$ cat src/rtl/melody_pattern_writer_if.sv
// Bus between the melody writer and the memory-game core:
// packed melody, write/start/reset pulses and the core's end flag.
interface melody_pattern_writer_if;
    logic [31:0] data_out;
    logic        write_enable;
    logic        game_start;
    logic        game_rst;
    logic        game_end;

    modport master (
        output data_out,
        output write_enable,
        output game_start,
        output game_rst,
        input  game_end
    );

    modport slave (
        input  data_out,
        input  write_enable,
        input  game_start,
        input  game_rst,
        output game_end
    );
endinterface

$ cat src/rtl/melody_pattern_writer.sv
// Generates LFSR melodies for the memory-game core and sequences its rounds.
// Optional: define MELODY_NO_REPEAT_EN to forbid adjacent repeated notes.
module melody_pattern_writer #(
    parameter logic [15:0] SEED            = 16'hACE1,
    parameter int          COOLDOWN_CYCLES = 16,
    parameter int          NOTES           = 8
) (
    input  logic                            clk,
    input  logic                            reset,
    input  logic                            start_req,
    input  logic                            auto_next,
    input  logic                            seed_load,
    input  logic [15:0]                     seed_in,
    melody_pattern_writer_if.master         core,
    output logic                            busy,
    output logic [7:0]                      round_count,
    output logic [2:0]                      state_out
);

    localparam logic [2:0] S_IDLE  = 3'd0;
    localparam logic [2:0] S_GEN   = 3'd1;
    localparam logic [2:0] S_WRITE = 3'd2;
    localparam logic [2:0] S_START = 3'd3;
    localparam logic [2:0] S_WAIT  = 3'd4;
    localparam logic [2:0] S_COOL  = 3'd5;

    localparam logic [15:0] DEF_SEED  = 16'hACE1;
    localparam logic [15:0] SEED_EFF  = (SEED == 16'h0) ? DEF_SEED : SEED;
    localparam logic [15:0] LFSR_MASK = 16'hB400;
    localparam int          CW        = (COOLDOWN_CYCLES > 1) ?
                                        $clog2(COOLDOWN_CYCLES) : 1;
    localparam logic [CW-1:0] COOL_LOAD = CW'(COOLDOWN_CYCLES - 1);
    localparam logic [2:0]  LAST_IDX  = 3'(NOTES - 1);

    logic [2:0]    r_state;
    logic [15:0]   r_lfsr;
    logic [31:0]   r_data;
    logic [2:0]    r_idx;
    logic [CW-1:0] r_cool;
    logic          r_game_end_d;
    logic [7:0]    r_round;

    logic [2:0]    w_cand;
    logic [15:0]   w_lfsr_next;
    logic [15:0]   w_seed;
    logic          w_accept;
    logic          w_last;
    logic          w_end_rise;

    assign w_cand      = r_lfsr[2:0];
    assign w_lfsr_next = {1'b0, r_lfsr[15:1]} ^ (r_lfsr[0] ? LFSR_MASK : 16'h0);
    assign w_seed      = (seed_in == 16'h0) ? DEF_SEED : seed_in;
    assign w_end_rise  = core.game_end & ~r_game_end_d;

`ifdef MELODY_NO_REPEAT_EN
    logic [2:0] r_prev;

    assign w_accept = (w_cand != 3'd0) &&
                      ((r_idx == 3'd0) || (w_cand != r_prev));

    always_ff @(posedge clk or posedge reset) begin
        if (reset)
            r_prev <= 3'd0;
        else if (r_state == S_GEN && w_accept)
            r_prev <= w_cand;
    end
`else
    assign w_accept = (w_cand != 3'd0);
`endif

    assign w_last = w_accept && (r_idx == LAST_IDX);

    always_ff @(posedge clk or posedge reset) begin
        if (reset) begin
            r_state      <= S_IDLE;
            r_lfsr       <= SEED_EFF;
            r_data       <= 32'h0;
            r_idx        <= 3'd0;
            r_cool       <= '0;
            r_game_end_d <= 1'b0;
            r_round      <= 8'd0;
        end else begin
            r_game_end_d <= core.game_end;
            unique case (r_state)
                S_IDLE: begin
                    // a seed loaded alongside start_req feeds the first candidate
                    if (seed_load)
                        r_lfsr <= w_seed;
                    if (start_req) begin
                        r_state <= S_GEN;
                        r_data  <= 32'h0;
                        r_idx   <= 3'd0;
                    end
                end
                S_GEN: begin
                    r_lfsr <= w_lfsr_next;
                    if (w_accept) begin
                        r_data[{r_idx, 2'b00} +: 4] <= {1'b0, w_cand};
                        r_idx <= r_idx + 3'd1;
                        if (w_last)
                            r_state <= S_WRITE;
                    end
                end
                S_WRITE: r_state <= S_START;
                S_START: r_state <= S_WAIT;
                S_WAIT: begin
                    if (w_end_rise) begin
                        r_state <= S_COOL;
                        r_cool  <= COOL_LOAD;
                        if (r_round != 8'hFF)
                            r_round <= r_round + 8'd1;
                    end
                end
                S_COOL: begin
                    if (r_cool == '0) begin
                        if (auto_next) begin
                            r_state <= S_GEN;
                            r_data  <= 32'h0;
                            r_idx   <= 3'd0;
                        end else begin
                            r_state <= S_IDLE;
                        end
                    end else begin
                        r_cool <= r_cool - 1'b1;
                    end
                end
                default: r_state <= S_IDLE;
            endcase
        end
    end

    assign core.data_out     = r_data;
    assign core.write_enable = (r_state == S_WRITE);
    assign core.game_start   = (r_state == S_START);
    assign core.game_rst     = (r_state == S_COOL) && (r_cool == COOL_LOAD);
    assign busy              = (r_state != S_IDLE);
    assign round_count       = r_round;
    assign state_out         = r_state;

endmodule
$ cat src/flat_wrapper.sv
// flat-port wrapper written by rule: the top's interface ports become plain ports
module melody_pattern_writer_flat 
#(
    parameter logic [15:0] SEED            = 16'hACE1,
    parameter int          COOLDOWN_CYCLES = 16,
    parameter int          NOTES           = 8
)
  (clk, reset, start_req, auto_next, seed_load, seed_in, busy, round_count, state_out, core_data_out, core_write_enable, core_game_start, core_game_rst, core_game_end);
  melody_pattern_writer_if core_i ();
  input  logic clk;
  input  logic reset;
  input  logic start_req;
  input  logic auto_next;
  input  logic seed_load;
  input  logic [15:0] seed_in;
  output logic busy;
  output logic [7:0] round_count;
  output logic [2:0] state_out;
  output wire logic [$bits(core_i.data_out)-1:0] core_data_out;
  output wire logic [$bits(core_i.write_enable)-1:0] core_write_enable;
  output wire logic [$bits(core_i.game_start)-1:0] core_game_start;
  output wire logic [$bits(core_i.game_rst)-1:0] core_game_rst;
  input wire logic [$bits(core_i.game_end)-1:0] core_game_end;
  assign core_data_out = core_i.data_out;
  assign core_write_enable = core_i.write_enable;
  assign core_game_start = core_i.game_start;
  assign core_game_rst = core_i.game_rst;
  assign core_i.game_end = core_game_end;
  melody_pattern_writer #(.SEED(SEED), .COOLDOWN_CYCLES(COOLDOWN_CYCLES), .NOTES(NOTES)) u_core (.clk(clk), .reset(reset), .start_req(start_req), .auto_next(auto_next), .seed_load(seed_load), .seed_in(seed_in), .core(core_i), .busy(busy), .round_count(round_count), .state_out(state_out));
endmodule
$ cat config.mk
export PLATFORM = sky130hd
export DESIGN_NAME = melody_pattern_writer_flat
export DESIGN_NICKNAME = d
export VERILOG_FILES = /design/src/rtl/melody_pattern_writer_if.sv /design/src/rtl/melody_pattern_writer.sv /design/src/flat_wrapper.sv
export SDC_FILE = /design/constraint.sdc
export NUM_CORES = 1
export LEC_CHECK = 0
export CAP_MARGIN = 20
export CELL_PAD_IN_SITES_DETAIL_PLACEMENT = 1
export CELL_PAD_IN_SITES_GLOBAL_PLACEMENT = 1
export CORE_MARGIN = 4
export CORE_UTILIZATION = 39
export CTS_BUF_LIST = sky130_fd_sc_hd__clkbuf_16
export DETAILED_ROUTE_END_ITERATION = 8
export PLACE_DENSITY_LB_ADDON = 0.1
export SLEW_MARGIN = 30
export SYNTH_ARGS = -nofsm -noshare
export SYNTH_HDL_FRONTEND = slang
export SYNTH_SLANG_ARGS = --single-unit
$ cat constraint.sdc
create_clock -name clk -period 2.4 [get_ports clk]
set_input_delay 0.48 -clock clk [delete_from_list [all_inputs] [get_ports clk]]
set_output_delay 0.48 -clock clk [all_outputs]
set_load 0.02 [all_outputs]
**Word level (Yosys, flattened, before mapping)**

Cells that the tools add are included.

- $add $sub $neg: 4
- Eq/ne operators: 16
- Shift-type cells: 2
- Mux-type cells: 25
- Bitwise gates (word level): 3
- Reductions and logical operators: 15

Operators with widths:

| kind | number |
|---|---|
| 2-to-1 mux 32 bit | 4 |
| one-hot mux 32 bit (3 select lines) | 1 |
| 2-to-1 mux 16 bit | 3 |
| bitwise mux 32 bit | 1 |
| one-hot mux 16 bit (2 select lines) | 1 |
| variable shift 4 x 7 -> 32 bit, first input constant | 1 |
| indexed part select 4 x 7 -> 32 bit | 1 |
| 2-to-1 mux 3 bit | 9 |
| one-hot mux 3 bit (6 select lines) | 1 |
| logical NOT 16 bit | 1 |
| XOR 15 x 16 -> 16 bit | 1 |
| AND reduction 5 bit | 2 |
| == test 3 bit, second input constant | 3 |
| one-hot mux 3 bit (3 select lines) | 1 |
| nonzero test 3 bit | 3 |
| adder 8 x 1 -> 8 bit, second input constant | 1 |
| 2-to-1 mux 4 bit | 2 |
| != test 2 x 1 -> 1 bit, second input constant | 4 |
| != test 2 bit, second input constant | 4 |
| != test 8 bit, second input constant | 1 |
| one-hot mux 4 bit (2 select lines) | 1 |
| negator 5 -> 7 bit | 1 |
| == test 3 x 2 -> 1 bit, second input constant | 2 |
| AND reduction 3 bit | 2 |
| 12 further kinds | 14 |

- Register bits: 67
- Output and inout port bits: 47

**Longest topological paths before layout**

Gate-level depths: netlist (run 1).

- Depth in word-level cells: 5
- Gate-level depth with buffers: 7

**Least setup slack after synthesis (run 1)**

OpenSTA, ideal clock, no wires.

- Path type: reg2reg
- Start point: register u_core.r_idx[0]
- End point: register u_core.r_data[24], in the netlist u_core.core.data_out[24]
- Library setup time: 122 ps
- Arrival time: 1914 ps
- Data required time: 2278 ps
- Path slack: 364 ps
- Stages on the path, launching flop included: 8
- Path buffers: 0
- Clock period less this slack: 2036 ps
- Path through: dfrtp_1 inv_1 ha_1 ha_1 nand2b_1 nor4_1 o211ai_1 a32o_1

- Cells in the longest elaborated chain, start to end: 5

RTL lines:

| element | line | source |
|---|---|---|
| start: declaration | melody_pattern_writer.sv:38 | `logic [2:0] r_idx;` |
| start signal: assignment | melody_pattern_writer.sv:99 | `r_idx <= r_idx + 3'd1;` |
| negator 5 -> 7 bit * | melody_pattern_writer.sv:98 | `r_data[{r_idx, 2'b00} +: 4] <= {1'b0, w_cand};` |
| indexed part select 4 x 7 -> 32 bit / variable shift 4 x 7 -> 32 bit (equally long branches) | melody_pattern_writer.sv:98 |  |
| bitwise mux 32 bit * | melody_pattern_writer.sv:98 |  |
| 2-to-1 mux 32 bit * | melody_pattern_writer.sv:97 | `if (w_accept) begin` |
| one-hot mux 32 bit (3 select lines) * | melody_pattern_writer.sv:84 | `unique case (r_state)` |
| end signal: indexed assignment | melody_pattern_writer.sv:98 |  |
| end: declaration | melody_pattern_writer.sv:37 | `logic [31:0] r_data;` |

Every way passes the cells marked *; elsewhere a longest branch is shown, timed or not. The select of a mux whose other input is x is not followed.
A chain may end at the register's enable or synchronous reset.

**Worst setup path in the final report (run 1)**

- Start point: register u_core.r_cool[0]
- End point: register u_core.r_data[0], in the netlist u_core.core.data_out[0]

- Cells in the longest elaborated chain, start to end: 3

RTL lines:

| element | line | source |
|---|---|---|
| start: declaration | melody_pattern_writer.sv:39 | `logic [CW-1:0] r_cool;` |
| start signal: assignment | melody_pattern_writer.sv:124 | `r_cool <= r_cool - 1'b1;` |
| logical NOT 4 bit | melody_pattern_writer.sv:115 | `if (r_cool == '0) begin` |
| != test 2 x 1 -> 1 bit (no line) | - |  |
| AND reduction 5 bit (no line) | - |  |

No other way between the ends.

==> results of run 1 <==
-- worst max-delay path, cell delays in order (launching register included) --
cell and delay, ns:
dfrtp_1 0.39, inv_1 0.10, ha_1 0.18, or3b_1 0.42, a221oi_4 0.55, o211ai_1 0.24, a32o_1 0.26
-- power breakdown --
part           switching (W)  internal (W)  total [W]
sequential          0.000226       0.00133    0.00155
combinational        0.00140      0.000909    0.00231
clock               0.000435      0.000787    0.00122
-- cells in the final DEF (no fill, tap or decap), types with 12 or more instances in the layout --
master            n
clkdlybuf4s50_1  58
dfrtp_1          49
nand2_1          33
o21ai_0          16
nor3_1           14
a22o_1           13
buf_4            13
nor2_1           12
nand3_1          12
a32o_1           12
-- how the worst max path moves through the flow --
stage,to,depth (start not counted),slack [ns]
CTS,busy,2,0.02
floorplan,u_core.core.data_out[24],7,0.36
global route,u_core.core.data_out[0],6,0.02
detailed placement,u_core.core.data_out[25],6,0.18
global placement,u_core.core.data_out[26],6,0.23
finish,u_core.core.data_out[0],6,0.14
-- state kept, by name, indices dropped and copies added, names as in the netlist --
signal and count:
u_core.core.data_out 24, u_core.r_lfsr 16, u_core.round_count 8, u_core.r_cool 4, u_core.r_idx 3, u_core.state_out 3, u_core.r_game_end_d 1
-- through the flow --
stage               instances  hold WS [ns]  util [%]
finish                    464         0.427      54.5
global route              464         0.472      54.5
CTS                       464         0.435      54.5
detailed placement        448         0.473      50.6
global placement          448         0.461      50.6
floorplan                 298         0.446         -
-- area by class of cell --
| type | count | area [um^2] |
|---|---|---|
| repair buffers | 74 | 723 |
| flip-flops and latches | 59 | 1490 |
| multi-input cells | 208 | 1390 |
| clock inverters | 7 | 58.8 |
| well taps | 99 | 124 |
| clock buffers | 9 | 225 |
| inverters | 8 | 30.0 |
| fillers | 846 | 3370 |
-- timing repair --
| action | 4_1_cts | 5_1_grt |
|---|---|---|
| endpoints found under the hold margin | 0 | 0 |
| resized for setup | 2 | 2 |
| setup endpoints to repair | 2 | 2 |
| pin swaps | 0 | 0 |
-- per-layer routing --
layer / up-vias / part of all wire (%) / global-route usage (%)
met1: 1299 / 46 / 27.2
met2: 70 / 48 / 31.7
met3: 8 / 4.4 / 2.89
li1: 1197 / - / -
met5: - / 0 / 0
met4: 0 / 1.2 / 7.71
-- cells by family (layout without fill, tap and decap cells) --
logic type      Yosys count  count (layout)  share of synthesized area, %
other cells               1               8                         0.123
simple gates            105             105                          18.0
xor+xnor                  7               7                          2.01
flops                    59              59                          48.8
buf+inv                  31              98                          6.58
fa+ha+maj                 8               8                          3.29
mux                       8               8                          2.79
compound gates           72              72                          18.4
==> key figures, run 1 <==
Power and ir drop
  – Total power: 0.00508 W
  – Leakage: 1.77 nW
  – Peak supply drop: 0.498 mV
  – Pwr Density: 1260 mW/mm^2

Synth
  – Post-synth EDFFs: 0
  – Warnings from Yosys: 0
  – Async S/R FF share, synth: 100%
  – Yosys cell types: 53
  – Most frequent cell after synthesis: dfrtp_1
  – Synth area leader: dfrtp_1
  – Synthesis-stage register bit count: 59
  – Syn_area_per_cell: 10.5 um^2
  – Post-synthesis cell area: 0.00304 mm^2
  – Main area contributors after synthesis: dfrtp_1, dfstp_2, nand2_1
  – Ys flop type: dfrtp_1
  – Yosys top cell area share: 41.9%
  – Syn Inst Count: 291
  – Top cells by count, synth: dfrtp_1, nand2_1, o21ai_0, nor3_1, a22o_1
  – Sequential fraction of the synthesis area: 48.8%

Clocking
  – Root Driver: clkbuf_16
  – CTS H-tree depth: 3
  – Clock Tree Buf Depth: 2
  – Clock Latency Late Sink: 0.33 ns
  – CTS tree: built
  – Hold-fix buffers, CTS: 0
  – Clock Pin Slew Worst Setup and Hold Paths: 0.05 ns
  – Setup Buffers After CTS: 0
  – CTS buffer count: 9
  – CTS sink cnt: 59

Setup path
  – CP endpoint kind: flop
  – R2R Path End: u_core.core.data_out[0]
  – Critical Path Start: u_core.r_cool[0]
  – Crit-path max FO: 9
  – WP data required: 2.61 ns
  – R2R setup slack: 0.14 ns
  – R2R cell count: 6
  – WP data arrival: 2.47 ns
  – Crit Path Class: flop to flop
  – Reg2reg start: u_core.r_cool[0]
  – CP Launch Type: flop

Timing
  – Setup Skew: 0.00620 ns
  – Setup_tns: 0 ns
  – Tcrit/Tclk final: 94.3%
  – Setup WS post-layout: 0.136 ns
  – Final Hold Fails: 0
  – RSZ-0062 raised after global routing: false
  – Worst slew pin tran: 0.670 ns
  – Slew Viols, Final: 0
  – Highest Clock Rate: 442 MHz
  – Final setup viols: 0
  – Minimum clock period: 2.26 ns
  – Max transition margin: 55.2%

Run status
  – Outcome: finished clean

Floorplanning
  – Core area: 0.00741 mm^2
  – DIE AREA: 0.00928 mm^2
  – Io pins: 69
  – Initial Utilization: 41.1%
  – Die H: 96.4 um
  – Rows: 31
  – Die Span X: 96.4 um

Route
  – Routed Antenna Nets: 0
  – Wire per inst: 18.0 um
  – Pre-Repair DR Iteration Count: 4
  – Vias: 2574
  – DR vias/cell: 5.55
  – Total Wirelength: 8370 um
  – DRT iter0 DRCs: 104
  – DRC viols: 0

Flow run
  – Maxcap violations: 0

Place
  – Placer Congestion: 0.780
  – HPWL after detailed placement: 6050 um
  – Pre-CTS setup slack: 0.179 ns
  – Port Buf Inserts: 60
  – Placed Instance Area: 0.00375 mm^2

Cells and area
  – Antenna cells: 0
  – Final instance area: 0.00404 mm^2
  – Share of cells above drive strength 1: 13.7%
  – Syn-to-layout area delta: 32.7%
  – Nets@finish: 390

Global routing
  – Gr usage total: 19.9%
  – First-pass GRT wire length: 14100 um
  – Via count of the first global-routing pass: 2740
  – Gr ovfl total: 0
  – Pin count of the biggest net entering global routing: 32
  – Initial antenna violation count: 0

Min path
  – HP Class: input pin to asynchronous set/reset pin
No activity file was read; power rests on OpenSTA's default activity.
==> run 2: changes to the inputs <==
==> constraint.sdc (replaced) <==
create_clock -name clk -period 2.4 [get_ports clk]
set_input_delay 0.48 -clock clk [delete_from_list [all_inputs] [get_ports clk]]
set_output_delay 0.48 -clock clk [all_outputs]
set_load 0.005 [all_outputs]
==> run 2 against run 1 <==
Against the previous run: critical endpoint is now core_game_rst; highest routed layer unchanged; clock skew increased by 0.00062 ns; clock-buffer cell count unchanged; largest power group unchanged; die area unchanged.
==> key figures, run 2 (synthesis gave the netlist of run 1 again) <==
Run status
  – Outcome: finished clean

Place
  – Port Buf Inserts: 60 (unchanged)
  – Placer Congestion: 0.789 (+1.3%)
  – Pre-CTS setup slack: 0.136 ns (-0.0440 ns)
  – HPWL after detailed placement: 6010 um (-0.67%)

Route
  – DR top layer: met4
  – Wire length on met3: 391 um (+5.1%)
  – Total Wirelength: 8600 um (+2.7%)
  – Met2 WL post-DR: 4140 um (+3.2%)
  – Vias: 2624 (+1.9%)
  – DR vias/cell: 5.62 (+1.3%)
  – Pre-Repair DR Iteration Count: 4 (unchanged)
  – DRC viols: 0 (unchanged)
  – Wire per inst: 18.4 um (+2.0%)
  – Met1 wire length: 3940 um (+1.3%)
  – DRT iter0 DRCs: 76 (-27%)
  – Routed Antenna Nets: 0 (unchanged)

Clocking
  – CTS H-tree depth: 3 (unchanged)
  – Clock Latency Late Sink: 0.32 ns (about the same)
  – CTS buffer count: 9 (unchanged)
  – Clock Pin Slew Worst Setup and Hold Paths: 0.05 ns (about the same)
  – CTS tree: built
  – Root Driver: clkbuf_16
  – CTS sink cnt: 59 (unchanged)
  – Clock Tree Buf Depth: 2 (unchanged)

Setup path
  – WP data required: 1.92 ns (-0.69 ns)
  – R2R setup slack: 0.26 ns (+0.12 ns)
  – Critical Path Max Stage Delay: 0.50 ns (-0.05 ns)
  – Critical-path cell list: and3b_2 > and4_2 > clkdlybuf4s50_1
  – WP buf/inv: 1 (unchanged)
  – Largest delay contributor family on the critical path: simple AND/OR/NAND/NOR gates
  – Crit Path Class: flop to output pin
  – WP data arrival: 1.82 ns (-0.65 ns)
  – R2R Path End: u_core.r_cool[1]
  – CP endpoint kind: output pin
  – CP Launch Type: flop
  – R2R cell count: 6 (unchanged)
  – Reg2reg start: u_core.r_cool[0]
  – Slowest-stage cell, CP: clkdlybuf4s50_1
  – Crit-path max FO: 8 (-1)

Timing
  – RSZ-0062 raised after global routing: false
  – Max transition margin: 57.6% (+2.4 points)
  – Tcrit/Tclk final: 95.9% (+1.6 points)
  – Setup WS post-layout: 0.0975 ns (-0.0387 ns)
  – Highest Clock Rate: 434 MHz (-1.7%)
  – Minimum clock period: 2.30 ns (+0.0387 ns)
  – Final Hold Fails: 0 (unchanged)
  – Setup Skew: 0.00682 ns (+0.000617 ns)
  – Final setup viols: 0 (unchanged)
  – Setup_tns: 0 ns (unchanged)
  – Slew Viols, Final: 0 (unchanged)
  – Worst slew pin tran: 0.634 ns (-0.0358 ns)

Floorplanning
  – Rows: 31 (unchanged)
  – Initial Utilization: 41.1% (unchanged)
  – Die H: 96.4 um (unchanged)
  – Core area: 0.00741 mm^2 (unchanged)
  – DIE AREA: 0.00928 mm^2 (unchanged)
  – Io pins: 69 (unchanged)
  – Die Span X: 96.4 um (unchanged)

Global routing
  – Gr usage total: 20.1% (+0.27 points)
  – Gr ovfl total: 0 (unchanged)
  – Initial antenna violation count: 0 (unchanged)
  – Via count of the first global-routing pass: 2752 (+0.44%)
  – Pin count of the biggest net entering global routing: 32 (unchanged)
  – First-pass GRT wire length: 14200 um (+0.39%)

Power and ir drop
  – Pwr Density: 1240 mW/mm^2 (-1.5%)
  – Peak supply drop: 0.476 mV (-4.4%)
  – Leakage: 1.77 nW (about the same)

Cells and area
  – Syn-to-layout area delta: 33.7%
  – Antenna cells: 0 (unchanged)
  – Commonest non-fill, non-tap cells in the layout: clkdlybuf4s50_1, dfrtp_1, nand2_1
  – Max FFs per register: 24 (unchanged)
  – Nets@finish: 393 (+0.77%)
  – Commonest non-fill, non-tap cell in the layout: clkdlybuf4s50_1
  – Share of cells above drive strength 1: 14.9% (+1.2 points)
  – FILL cells: 811 (-4.1%)
  – Final Util: 55.0% (+0.44 points)

Min path
  – HP Class: input pin to asynchronous set/reset pin

Flow run
  – Maxcap violations: 0 (unchanged)
-- run 2: cell types whose count changed in the layout (fill, tap and decap cells not counted), sizes merged --
cell and delta:
clkinv -1, dlymetal6s2s -2, clkdlybuf4s50 +2, buf +3
inv +1
-- run 2: worst max path at each step --
| stage | startpoint | endpoint | slack, ns | depth (start not counted) |
|---|---|---|---|---|
| 3_3_place_gp | u_core.r_cool[0] | u_core.core.data_out[26] | 0.22 | 6 |
| 3_5_place_dp | u_core.r_cool[0] | u_core.core.data_out[1] | 0.14 | 6 |
| 2_1_floorplan | u_core.r_idx[0] | u_core.core.data_out[24] | 0.36 | 7 |
| 6_report | u_core.state_out[1] | core_game_rst | 0.1 | 3 |
| 5_1_grt | u_core.state_out[1] | busy | 0.03 | 2 |
| 4_1_cts | u_core.state_out[1] | busy | 0.06 | 2 |
-- run 2: area by class of cell --
class,count,area [um^2],share of cell area (%)
clock buffer,9,225,5.53
clock inverter,7,60.1,1.48
inverter,8,30.0,0.738
multi-input combinational,208,1390,34.1
sequential,59,1490,36.6
tap,99,124,3.04
timing repair buffer,77,753,18.5
-- run 2: worst register-to-register path, cell delays in order (launching register included) --
cell     delay [ns]
dfrtp_1        0.40
inv_1          0.11
ha_1           0.18
or3b_1         0.43
and2_0         0.29
nor2_1         0.24
mux2_2         0.36
-- run 2: repair_timing --
action | in CTS | in global routing
pin swaps | 0 | 1
buffers inserted | 3 | 1
hold buffers | 0 | 0
gates resized for setup | 3 | 0
endpoints found under the setup margin | 2 | 3
-- run 2: per-layer routing --
metal | vias to the layer above | global-route usage [%]
met2 | 72 | 33.0
li1 | 1204 | -
met1 | 1338 | 26.5
met4 | 0 | 6.66
met3 | 10 | 4.14
met5 | - | 0
-- run 2: stage by stage --
step / total power (W) / instance area [um^2] / hold WS (ns) / instances
detailed placement: 0.00373 / 3740 / 0.477 / 447
CTS: 0.00503 / 4050 / 0.429 / 466
finish: 0.00505 / 4070 / 0.431 / 467
global route: 0.00541 / 4070 / 0.450 / 467
floorplan: 0.00299 / 3070 / 0.446 / 298
global placement: 0.00364 / 3740 / 0.461 / 447
-- run 2: where the power goes --
group / internal [W] / leakage (nW) / switching (W)
Combinational: 0.000970 / 0.876 / 0.00132
Sequential: 0.00133 / 0.752 / 0.000206
Clock: 0.000789 / 0.144 / 0.000440
